===== src/rtl/alu_pkg.sv =====
// Shared opcode encoding and small opcode-class helpers for the registered ALU.
package alu_pkg;

  typedef enum logic [3:0] {
    OP_ADD  = 4'h0,
    OP_SUB  = 4'h1,
    OP_AND  = 4'h2,
    OP_OR   = 4'h3,
    OP_XOR  = 4'h4,
    OP_SHL  = 4'h5,
    OP_SHR  = 4'h6,
    OP_NOT  = 4'h7,
    OP_ADC  = 4'h8,
    OP_SBB  = 4'h9,
    OP_SRA  = 4'hA,
    OP_ROL  = 4'hB,
    OP_ROR  = 4'hC,
    OP_SLT  = 4'hD,
    OP_PASS = 4'hE,
    OP_CLRC = 4'hF
  } alu_op_e;

  function automatic logic is_arith(input alu_op_e op);
    return (op == OP_ADD) || (op == OP_SUB) || (op == OP_ADC) || (op == OP_SBB);
  endfunction

  // Ops allowed to write the persistent carry flag; all others leave it alone.
  function automatic logic writes_cf(input alu_op_e op);
    return is_arith(op) || (op == OP_CLRC);
  endfunction

endpackage


===== src/rtl/alu_core.sv =====
// Combinational WIDTH-bit ALU: result, carry/borrow and signed overflow for one op.
// Holds no state; the carry flag is supplied by the caller.
module alu_core
  import alu_pkg::*;
#(
  parameter int WIDTH = 8
) (
  input  logic [WIDTH-1:0] a,
  input  logic [WIDTH-1:0] b,
  input  alu_op_e          op,
  input  logic             cf_in,
  output logic [WIDTH-1:0] result,
  output logic             carry,
  output logic             ovf
);

  localparam int SHW = (WIDTH > 1) ? $clog2(WIDTH) : 1;

  logic [SHW-1:0] sh;
  logic [WIDTH:0] cin_ext;
  logic [WIDTH:0] sum;
  logic [WIDTH:0] diff;
  logic           use_cf;

  assign sh      = b[SHW-1:0];
  assign use_cf  = (op == OP_ADC) || (op == OP_SBB);
  assign cin_ext = {{WIDTH{1'b0}}, use_cf & cf_in};
  // Both sides widened by one bit so the top bit is carry out / borrow out.
  assign sum     = {1'b0, a} + {1'b0, b} + cin_ext;
  assign diff    = {1'b0, a} - {1'b0, b} - cin_ext;

  always_comb begin
    result = '0;
    carry  = cf_in;
    ovf    = 1'b0;
    case (op)
      OP_ADD, OP_ADC: begin
        result = sum[WIDTH-1:0];
        carry  = sum[WIDTH];
        ovf    = (a[WIDTH-1] == b[WIDTH-1]) && (sum[WIDTH-1] != a[WIDTH-1]);
      end
      OP_SUB, OP_SBB: begin
        result = diff[WIDTH-1:0];
        carry  = diff[WIDTH];
        ovf    = (a[WIDTH-1] != b[WIDTH-1]) && (diff[WIDTH-1] != a[WIDTH-1]);
      end
      OP_AND:  result = a & b;
      OP_OR:   result = a | b;
      OP_XOR:  result = a ^ b;
      OP_SHL:  result = a << sh;
      OP_SHR:  result = a >> sh;
      OP_NOT:  result = ~a;
      OP_SRA:  result = $signed(a) >>> sh;
      // A zero shift makes the second term a >> WIDTH, i.e. zero, so rotate-by-0 is a.
      OP_ROL:  result = (a << sh) | (a >> (WIDTH - int'(sh)));
      OP_ROR:  result = (a >> sh) | (a << (WIDTH - int'(sh)));
      OP_SLT:  result = {{(WIDTH-1){1'b0}}, ($signed(a) < $signed(b))};
      OP_PASS: result = b;
      OP_CLRC: begin
        result = '0;
        carry  = 1'b0;
      end
      default: begin
        result = '0;
        carry  = cf_in;
      end
    endcase
  end

endmodule


===== src/rtl/alu_pipe.sv =====
// Registered ALU stage with valid/ready on both sides and a persistent carry flag
// for multi-word ADC/SBB chains. One result register, latency 1, no bubble on drain.
module alu_pipe
  import alu_pkg::*;
#(
  parameter int WIDTH = 8
) (
  input  logic             clk,
  input  logic             rst,
  input  logic             in_valid,
  output logic             in_ready,
  input  logic [WIDTH-1:0] A,
  input  logic [WIDTH-1:0] B,
  input  logic [3:0]       ALU_Sel,
  output logic             out_valid,
  input  logic             out_ready,
  output logic [WIDTH-1:0] ALU_Out,
  output logic             CarryOut,
  output logic             Zero,
  output logic             Negative,
  output logic             Overflow
);

  alu_op_e          op;
  logic             accept;
  logic             cf;
  logic [WIDTH-1:0] core_result;
  logic             core_carry;
  logic             core_ovf;

  assign op       = alu_op_e'(ALU_Sel);
  assign in_ready = !out_valid || out_ready;
  assign accept   = in_valid && in_ready;

  alu_core #(
    .WIDTH (WIDTH)
  ) u_core (
    .a      (A),
    .b      (B),
    .op     (op),
    .cf_in  (cf),
    .result (core_result),
    .carry  (core_carry),
    .ovf    (core_ovf)
  );

  // Zero/Negative are registered alongside the result so they read 0 out of reset.
  always_ff @(posedge clk) begin
    if (rst) begin
      out_valid <= 1'b0;
      ALU_Out   <= '0;
      CarryOut  <= 1'b0;
      Zero      <= 1'b0;
      Negative  <= 1'b0;
      Overflow  <= 1'b0;
      cf        <= 1'b0;
    end else if (accept) begin
      out_valid <= 1'b1;
      ALU_Out   <= core_result;
      CarryOut  <= core_carry;
      Zero      <= (core_result == '0);
      Negative  <= core_result[WIDTH-1];
      Overflow  <= core_ovf;
      if (writes_cf(op)) begin
        cf <= core_carry;
      end
    end else if (out_ready) begin
      out_valid <= 1'b0;
    end
  end

endmodule

===== config.mk =====
export PLATFORM = sky130hd
export DESIGN_NAME = alu_pipe
export DESIGN_NICKNAME = d
export VERILOG_FILES = /design/src/rtl/alu_pkg.sv /design/src/rtl/alu_core.sv /design/src/rtl/alu_pipe.sv
export SDC_FILE = /design/constraint.sdc
export NUM_CORES = 1
export LEC_CHECK = 0
export ABC_AREA = 1
export CAP_MARGIN = 10
export CELL_PAD_IN_SITES_DETAIL_PLACEMENT = 1
export CELL_PAD_IN_SITES_GLOBAL_PLACEMENT = 1
export CORE_MARGIN = 3
export CORE_UTILIZATION = 39
export CTS_CLUSTER_DIAMETER = 150
export DETAILED_ROUTE_END_ITERATION = 10
export PLACE_DENSITY_LB_ADDON = 0.1
export SYNTH_ARGS = -nofsm -noshare
export SYNTH_HDL_FRONTEND = slang
export SYNTH_SLANG_ARGS = --single-unit

===== constraint.sdc =====
create_clock -name clk -period 3.4 [get_ports clk]
set_input_delay 0.68 -clock clk [delete_from_list [all_inputs] [get_ports clk]]
set_output_delay 0.68 -clock clk [all_outputs]
set_load 0.05 [all_outputs]

### Word-level counts from Yosys, hierarchy flattened

Cells that the tools add are included.

* register bits after elaboration: 14
* latch bits: 0
* bits in writable memories: 0
* memory bits (read-only): 0
* input bits: 24
* logic and storage cells: 65
* memories: 0

* $add $sub $neg: 5
* multipliers: 0
* divide/modulo/power cells: 0
* order comparisons: 1
* equality and inequality tests: 19
* shift-type cells: 5
* muxes and demuxes: 5
* bitwise gates (word level): 7
* reduce and logical (&&, ||, !) cells: 16

Operator list (count)
* 8-bit case mux with 14 select lines: 1
* 4-bit equality test (second input constant): 8
* 8-bit by 32-bit left shift with 8-bit output: 1
* 8-bit by 32-bit right shift with 8-bit output: 1
* 8-bit bitwise OR: 3
* 4-bit by 3-bit equality test with 1-bit output (second input constant): 4
* 8-bit by 8-bit adder with 9-bit output: 1
* 9-bit by 1-bit adder with 9-bit output: 1
* 8-bit by 8-bit subtractor with 9-bit output: 1
* 9-bit by 1-bit subtractor with 9-bit output: 1
* 8-bit bitwise AND: 1
* 4-bit by 2-bit equality test with 1-bit output (second input constant): 2
* 8-bit logical NOT: 1
* 8-bit < comparator: 1
* 8-bit NOT: 1
* 8-bit by 3-bit left shift with 8-bit output: 1
* 8-bit by 3-bit right shift with 8-bit output: 1
* 8-bit by 3-bit >>> shifter with 8-bit output: 1
* 8-bit bitwise XOR: 1
* 1-bit logical OR: 6
* 4-bit by 3-bit subtractor with 5-bit output (first input constant): 1
* 4-bit by 1-bit equality test with 1-bit output (second input constant): 1
* 4-bit logical NOT: 1
* 2-bit OR reduction: 2
* other kinds (10): 15

### Longest topological paths before layout

Gate-level depths: netlist (run 1).

* word-level depth: 7
* mapped depth: 21
* depth with buffers taken out: 21

### Cells and area by module

From an unflattened synthesis (run 1), not the netlist that was laid out.

* cell total of the unflattened synthesis: 669
* area total of the unflattened synthesis: 3514.6 µm²

By module, submodules not included
* alu_core: times used 1, cells each 599, area an instance 3004.1 µm²
* alu_pipe: times used 1, cells each 70, area an instance 510.5 µm²

### Worst setup path before layout (run 1)

Ideal clock, no wire load.

* kind: in2reg
* start: in ALU_Sel[2]
* end: reg Zero
* arrival time: 2.819 ns
* required time: 3.330 ns
* path slack: 0.512 ns
* stages on the path: 21
* cells stage by stage: inv_1 nand2_1 nor3_1 inv_1 fa_1 inv_1 ha_1 inv_1 nand2_1 nand2_1 nand2_1 nand2_1 nor2_1 nand3_1 nor2_1 nand3_1 nand2_1 nand2_1 nor2_1 nand3_1 a21oi_1

* longest elaborated chain between the ends: 6
* elaborated cells between the ends (all ways): 24
* those cells by class: add/sub (2); eq/ne (15); mux (1); bitwise (1); reduce/logical (5)

RTL lines
* start, declared: RTL line alu_pipe.sv:14 `input logic [3:0] ALU_Sel,`
* 4-bit equality test: RTL line alu_core.sv:26, alu_core.sv:36
* 1-bit logical OR: RTL line alu_core.sv:26 `assign use_cf = (op == OP_ADC) || (op == OP_SBB);`
* 1-bit bitwise AND: RTL line alu_core.sv:27 `assign cin_ext = {{WIDTH{1'b0}}, use_cf & cf_in};`
* 9-bit by 1-bit subtractor with 9-bit output or 9-bit by 1-bit adder with 9-bit output (tied branches): RTL line alu_core.sv:30, alu_core.sv:29
* 8-bit case mux with 14 select lines *: RTL line alu_core.sv:36 `case (op)`
* 8-bit logical NOT *: RTL line alu_pipe.sv:61 `Zero <= (core_result == '0);`
* end signal, assigned: RTL line alu_pipe.sv:61
* end, declared: RTL line alu_pipe.sv:19 `output logic Zero,`

Mark *: on every way between the ends. The rest lies on a longest branch, timed or not.
A chain may end at the register's enable or synchronous reset.

### Worst setup path after layout (run 1)

* start: in B[0]
* end: reg Zero

* longest elaborated chain between the ends: 5
* elaborated cells between the ends (all ways): 18
* those cells by class: add/sub (5); order compare (1); shift (5); mux (1); bitwise (5); reduce/logical (1)

RTL lines
* start, declared: RTL line alu_pipe.sv:13 `input logic [WIDTH-1:0] B,`
* branches (longest 3 deep; another with 8-bit by 8-bit subtractor with 9-bit output)
* 8-bit case mux with 14 select lines *: RTL line alu_core.sv:36
* 8-bit logical NOT *: RTL line alu_pipe.sv:61

Every way passes the cells marked *.

==> metrics.cfg, run 1 <==
[timing]
hold_viol_final = 0
finalCritPeriodShare_pct = 95.77
tightest_slew_ns = 0.7569
fmax_mhz = 307.1
finalMaxSlewViolations = 0
hold_ws_ns = 0.4687
relSlewSlack_pct = 49.01
setup_viol = 0
finalClockSkew_ns = 0.005543
finalCriticalPeriod_ns = 3.256

[placement]
dp.final_hpwl_mm = 14.06
port_buffers = 37
placedCellCount = 863
place_area_mm2 = 0.004394
gp_routability_congestion = 0.9660

[floorplan]
dieWidth_um = 101.5
coreArea_mm2 = 0.008806
rows = 34
start_util_pct = 40.37
die_area_mm2 = 0.01030
die_height_um = 101.5
ios = 38

[global_routing]
antenna_found_initial = 0
grt_pass1_vias = 4879
overflow = 0
grt_pass1_wl_mm = 25.99
grt_max_degree = 22
track_usage_pct = 32.60

[setup_path]
path_class = in -> reg
startpoint_type = input port
arrival_ns = 3.43
crit_required_ns = 3.58
cp_max_fo = 13
cp-end-kind = register
r2r-start = cf
slowest_delay_ns = 0.61
crit_path_top_delay_cell = clkdlybuf4s50_1
path_cells = clkdlybuf4s50_1 > inv_2 > buf_4 > ha_1 > clkinvlp_4 > nand3_1 > nand3_1 > nand3_1 > nand2_1 > nand2_1 > nand4_1 > nand2_1 > nand2_1 > nor2_1 > nand3_1 > a21oi_1
crit_path_start = B[0]

[detailed_routing]
wire_per_inst_um = 19.24
wirelength_mm = 16.74
vias = 4820
via_per_inst = 5.540
drc_errors = 0
ant_nets = 0
firstDrtPassIters = 5
drt_iter0_drc = 303

[pwr]
p_leak_uw = 0.002541
p_per_area_mw_per_mm2 = 234.4
ir_drop_v = 0.0001126

[synth]
async_flop_share_pct = 0
synth_cell_type_count = 33
synth_fp_nets = 745
ys_seq_elements = 13
syn_area_mm2 = 0.003555
synth.area.mux_share_pct = 0
syn_inst = 677
avgSynthCellArea_um2 = 5.251
synthXorXnorAreaFrac_pct = 0.7392
ys.warnings.count = 0
synth_compound_area_share_pct = 9.468
yosysSeqAreaShare_pct = 7.321
synthFlopType = dfxtp_1
yosys.area_share.adder_pct = 16.33
synthSimpleGateAreaFrac_pct = 54.21
synth_top_family_by_area = simple AND/OR/NAND/NOR gates
synth-edff-count = 0

[cts]
cts_tree = built
insertion_delay_ns = 0.25
cts_root_buf = clkbuf_8
cts_max_path_buffers = 2
path_clk_slew_ns = 0.05
cts.sinks = 13
h-tree-depth = 1
cts.hold.buffers_added = 0
numCtsBuffers = 3

[run]
maxCapViolCount = 0

[cells_and_area]
synthToLayoutAreaGrowth_pct = 26.75
nets = 831
final_cell_area_mm2 = 0.004506
layout_commonest_cell = nand2_1
layout-drive-gt1-share_pct = 12.20
layout_common_cells = nand2_1 (262), nand3_1 (76), inv_1 (75)
n_antenna_cell = 0
finalNonFillerCells = 870

[worst_hold_path]
min-delay-start = Overflow
hold_path.class = reg -> reg

[run_status]
outcome = complete, no violations

[synthesized netlist by cell type, types with 2 or more instances]
cell type    n  share of area, %
nand2_4      5               1.6
nand2_2      3              0.53
o21bai_1     2              0.42
buf_6        2              0.63
buf_2        6              0.84
o211ai_1     4              0.84
fa_1         4               2.3
nand3_1     76                11
xor2_1       3              0.74
dfxtp_1     13               7.3
clkbuf_1     4              0.42
o21ai_0     22               3.1
and2_1       3              0.53
ha_1        40                14
nand2_1    265                28
inv_2        6              0.63
buf_4        4              0.84
o21ai_1      5              0.70
nand4_1     16               2.8
nor3_1       4              0.56
inv_1       79               8.3
a21oi_1     27               3.8
nand3b_1     4              0.84
or2_2        2              0.35
nor2_1      70               7.4
[flip-flops by register name, indices dropped and copies added (netlist names)]
register   flops
Overflow       1
cf             1
ALU_Out        8
Zero           1
out_valid      1
CarryOut       1
[report_power, final]
group | leakage [µW] | internal, µW | switching (µW)
clock | 0.0000228 | 82.9 | 56.2
sequential | 0.000107 | 165 | 6.06
combinational | 0.00241 | 269 | 477
[through the flow]
stage | util [%] | worst slack, ns | TNS, ns | total power, µW
finish | 51.17 | 0.1439 | 0 | 1056
global route | 51.17 | -0.002559 | -0.002559 | 1132
CTS | 50.41 | 0.008518 | 0 | 1031
detailed placement | 49.90 | -0.2533 | -1.167 | 888.2
global placement | 49.90 | -0.1578 | -0.4108 | 866.2
floorplan | - | 0.5117 | 0 | 598.3
[repair_timing]
item	in CTS	in global routing
endpoints found under the setup margin	1	6
resized for setup	1	15
buffers inserted	0	3
pin swaps	0	12
[final cells by class]
cell class	count	area, µm²
flip-flops and latches	13	260.3
clock buffers	4	45.04
multi-input cells	561	2903
repair buffers	98	835.8
well taps	108	135.1
fillers	1334	4300
inverters	86	326.6
[worst max-delay path: cells and delay by family]
family / cells / cell delay [ns]
buffers and inverters: 4 / 1.15
and+or+nand+nor: 10 / 1.09
adders and majority gates: 1 / 0.34
AOI/OAI and AO/OA: 1 / 0.16
[worst paths after layout]
path,slack [ns],end,cells after the start
max,0.14,Zero,16
min,0.47,Overflow,2
max reg2reg,0.50,Zero,16
min reg2reg,0.47,Overflow,2
[cells by family after synthesis]
kind of cell,count (synthesis)
AND/OR/NAND/NOR,451
XOR/XNOR,3
buffers and inverters,103
flip-flops,13
AO/OA/AOI/OAI,63
adder cells (fa/ha/maj),44
[metal layers]
metal	vias to the layer above	wire length (µm)	global-route usage [%]
li1	2317	-	-
met1	2281	7431	43.40
met2	179	7788	55.68
met3	43	924	2.410
met4	0	591	10.63
met5	-	0	0
(Power assumes the default switching activity.)
==> run 2, diff against run 1 <==
- TNS_END_PERCENT: not set -> 5
==> results of run 2 <==
Same layout as run 1: the final DEF is identical, and so are final timing and power.
==> variant, RTL diff (flow settings as in run 1) <==
Remove the case item `OP_ROR` of the case on `op`.
--- a/src/rtl/alu_core.sv
+++ b/src/rtl/alu_core.sv
@@ -54,5 +54,4 @@
       // A zero shift makes the second term a >> WIDTH, i.e. zero, so rotate-by-0 is a.
       OP_ROL:  result = (a << sh) | (a >> (WIDTH - int'(sh)));
-      OP_ROR:  result = (a >> sh) | (a << (WIDTH - int'(sh)));
       OP_SLT:  result = {{(WIDTH-1){1'b0}}, ($signed(a) < $signed(b))};
       OP_PASS: result = b;
Check against the original RTL: not equivalent (a bounded check fails within 4 cycles, from zero or initial values and one cycle with rst high).
==> variant against run 1 <==
Highest routed layer unchanged. Power fell by 9.1%. Sequential cell count did not move. Maximum frequency rose by 1.7%. Worst setup slack improved by 54 ps. Cell area fell by 8.5%. Area after synthesis fell by 7.8%. Synthesized cell count fell by 7.8%. Wire length fell by 15%.
==> variant: results (changes against run 1) <==
[synth]
syn_nets=692  ; was 745
seq_area_frac_synth_pct=7.94  ; was 7.32%
syn_inst=624  ; was 677

[layout]
area_growth_pct=25.7  ; was 26.8%
drive_gt1_share_pct=11.7  ; was 12.2%
layout.nets=762  ; was 831
fill_cells=1209  ; was 1334

[detailed_routing]
routed_wl_um=14300  ; was 16700 um
drtIter0Drc=225  ; was 303
num_vias=4410  ; was 4820
wl_per_cell_um=17.9  ; was 19.2 um

[placement]
placedCellCount=789  ; was 863
gp_congestion=0.904  ; was 0.966
dpl.hpwl_um=11600  ; was 14100 um

[global_route]
grt_pass1_wl_um=23000  ; was 26000 um
grt_max_degree=16  ; was 22
grt_util_all_layers_pct=29.5  ; was 32.6%
grt_pass1_vias=4576  ; was 4879

[worst_setup_path]
critPathArrivalTime_ps=3380  ; was 3430 ps
max_stage_delay_ps=580  ; was 610 ps
crit_fanout=3  ; was 13
cp_top_family=simple AND/OR/NAND/NOR gates  ; was buffers and inverters
ff2ff_setup_slack_ps=560  ; was 500 ps

[timing]
skew_ps=0.529  ; was 5.54 ps

[outcome]
status=completed  ; unchanged

[power_and_ir_drop]
p_leak_nw=2.30  ; was 2.54 nW
vdd_drop_max_uv=110  ; was 113 uV

-- variant: changes by cell type after synthesis, moves of 3 or more --
cell	delta
a21oi_1	-9
nand2_1	-34
nand3_1	+3
nand4_1	-8
o21ai_1	-3
nor2_1	+9
nand2_4	-5
-- variant: worst register-to-register path, stage by stage (launching register included) --
cell	delay [ps]
dfxtp_1	350
inv_1	70
nor3_2	130
buf_4	150
inv_1	50
fa_2	380
buf_4	150
ha_1	180
nor2_1	130
nor2_1	70
nor2_1	120
o21ai_0	130
or2_2	290
nand3_1	70
nand3b_1	160
nor3_2	160
nand2_1	80
a21oi_2	110
-- variant: final cells by class --
class	count	area [um^2]	area share [%]
Tap cell	102	128	3.10
Timing Repair Buffer	78	686	16.6
Inverter	85	319	7.74
Sequential cell	13	260	6.31
Clock buffer	4	45.0	1.09
Multi-Input combinational cell	513	2680	65.1
-- variant: final timing paths --
check                           from  cells after the start    to
worst max-delay path            A[0]                     14  Zero
worst min-delay path            Zero                      2  Zero
worst max register to register    cf                     17  Zero
worst min register to register  Zero                      2  Zero
-- variant: routing by layer --
layer  vias up  part of all wire (%)  global-route usage, %
met3        45                   5.9                   4.38
met1      2117                    42                   35.7
met4         0                   4.4                   13.5
met2       157                    48                   51.1
met5         -                     0                      0
li1       2091                     -                      -
-- variant: kinds of logic (layout without fill, tap and decap cells) --
kind of cell | count (synthesis) | count (layout) | share of synthesized area, %
and+or+nand+nor | 417 | 417 | 53.4
adders and majority gates | 44 | 44 | 17.7
DFF | 13 | 13 | 7.94
xor gates and xnor gates | 2 | 2 | 0.534
AOI/OAI and AO/OA | 50 | 50 | 8.24
buffers and inverters | 98 | 167 | 12.2
-- variant: where the power goes --
group	switching (mW)	total (mW)	internal (mW)
clock	0.0574	0.140	0.0830
combinational	0.416	0.648	0.233
sequential	0.00691	0.172	0.165
-- variant: what timing repair did --
item	4_1_cts	5_1_grt
setup buffers	0	2
endpoints found under the setup margin	4	8
pin swaps	0	14
resized for setup	3	18
hold buffers	0	0
-- variant: through the flow --
step	total power, mW	hold slack, ps	setup slack, ps	cell area (um^2)
4_1_cts	0.938	500	7.06	4050
6_report	0.960	502	198	4120
3_3_place_gp	0.766	468	-212	3990
5_1_grt	1.04	549	-11.6	4120
3_5_place_dp	0.791	476	-296	3990
2_1_floorplan	0.555	491	502	3280
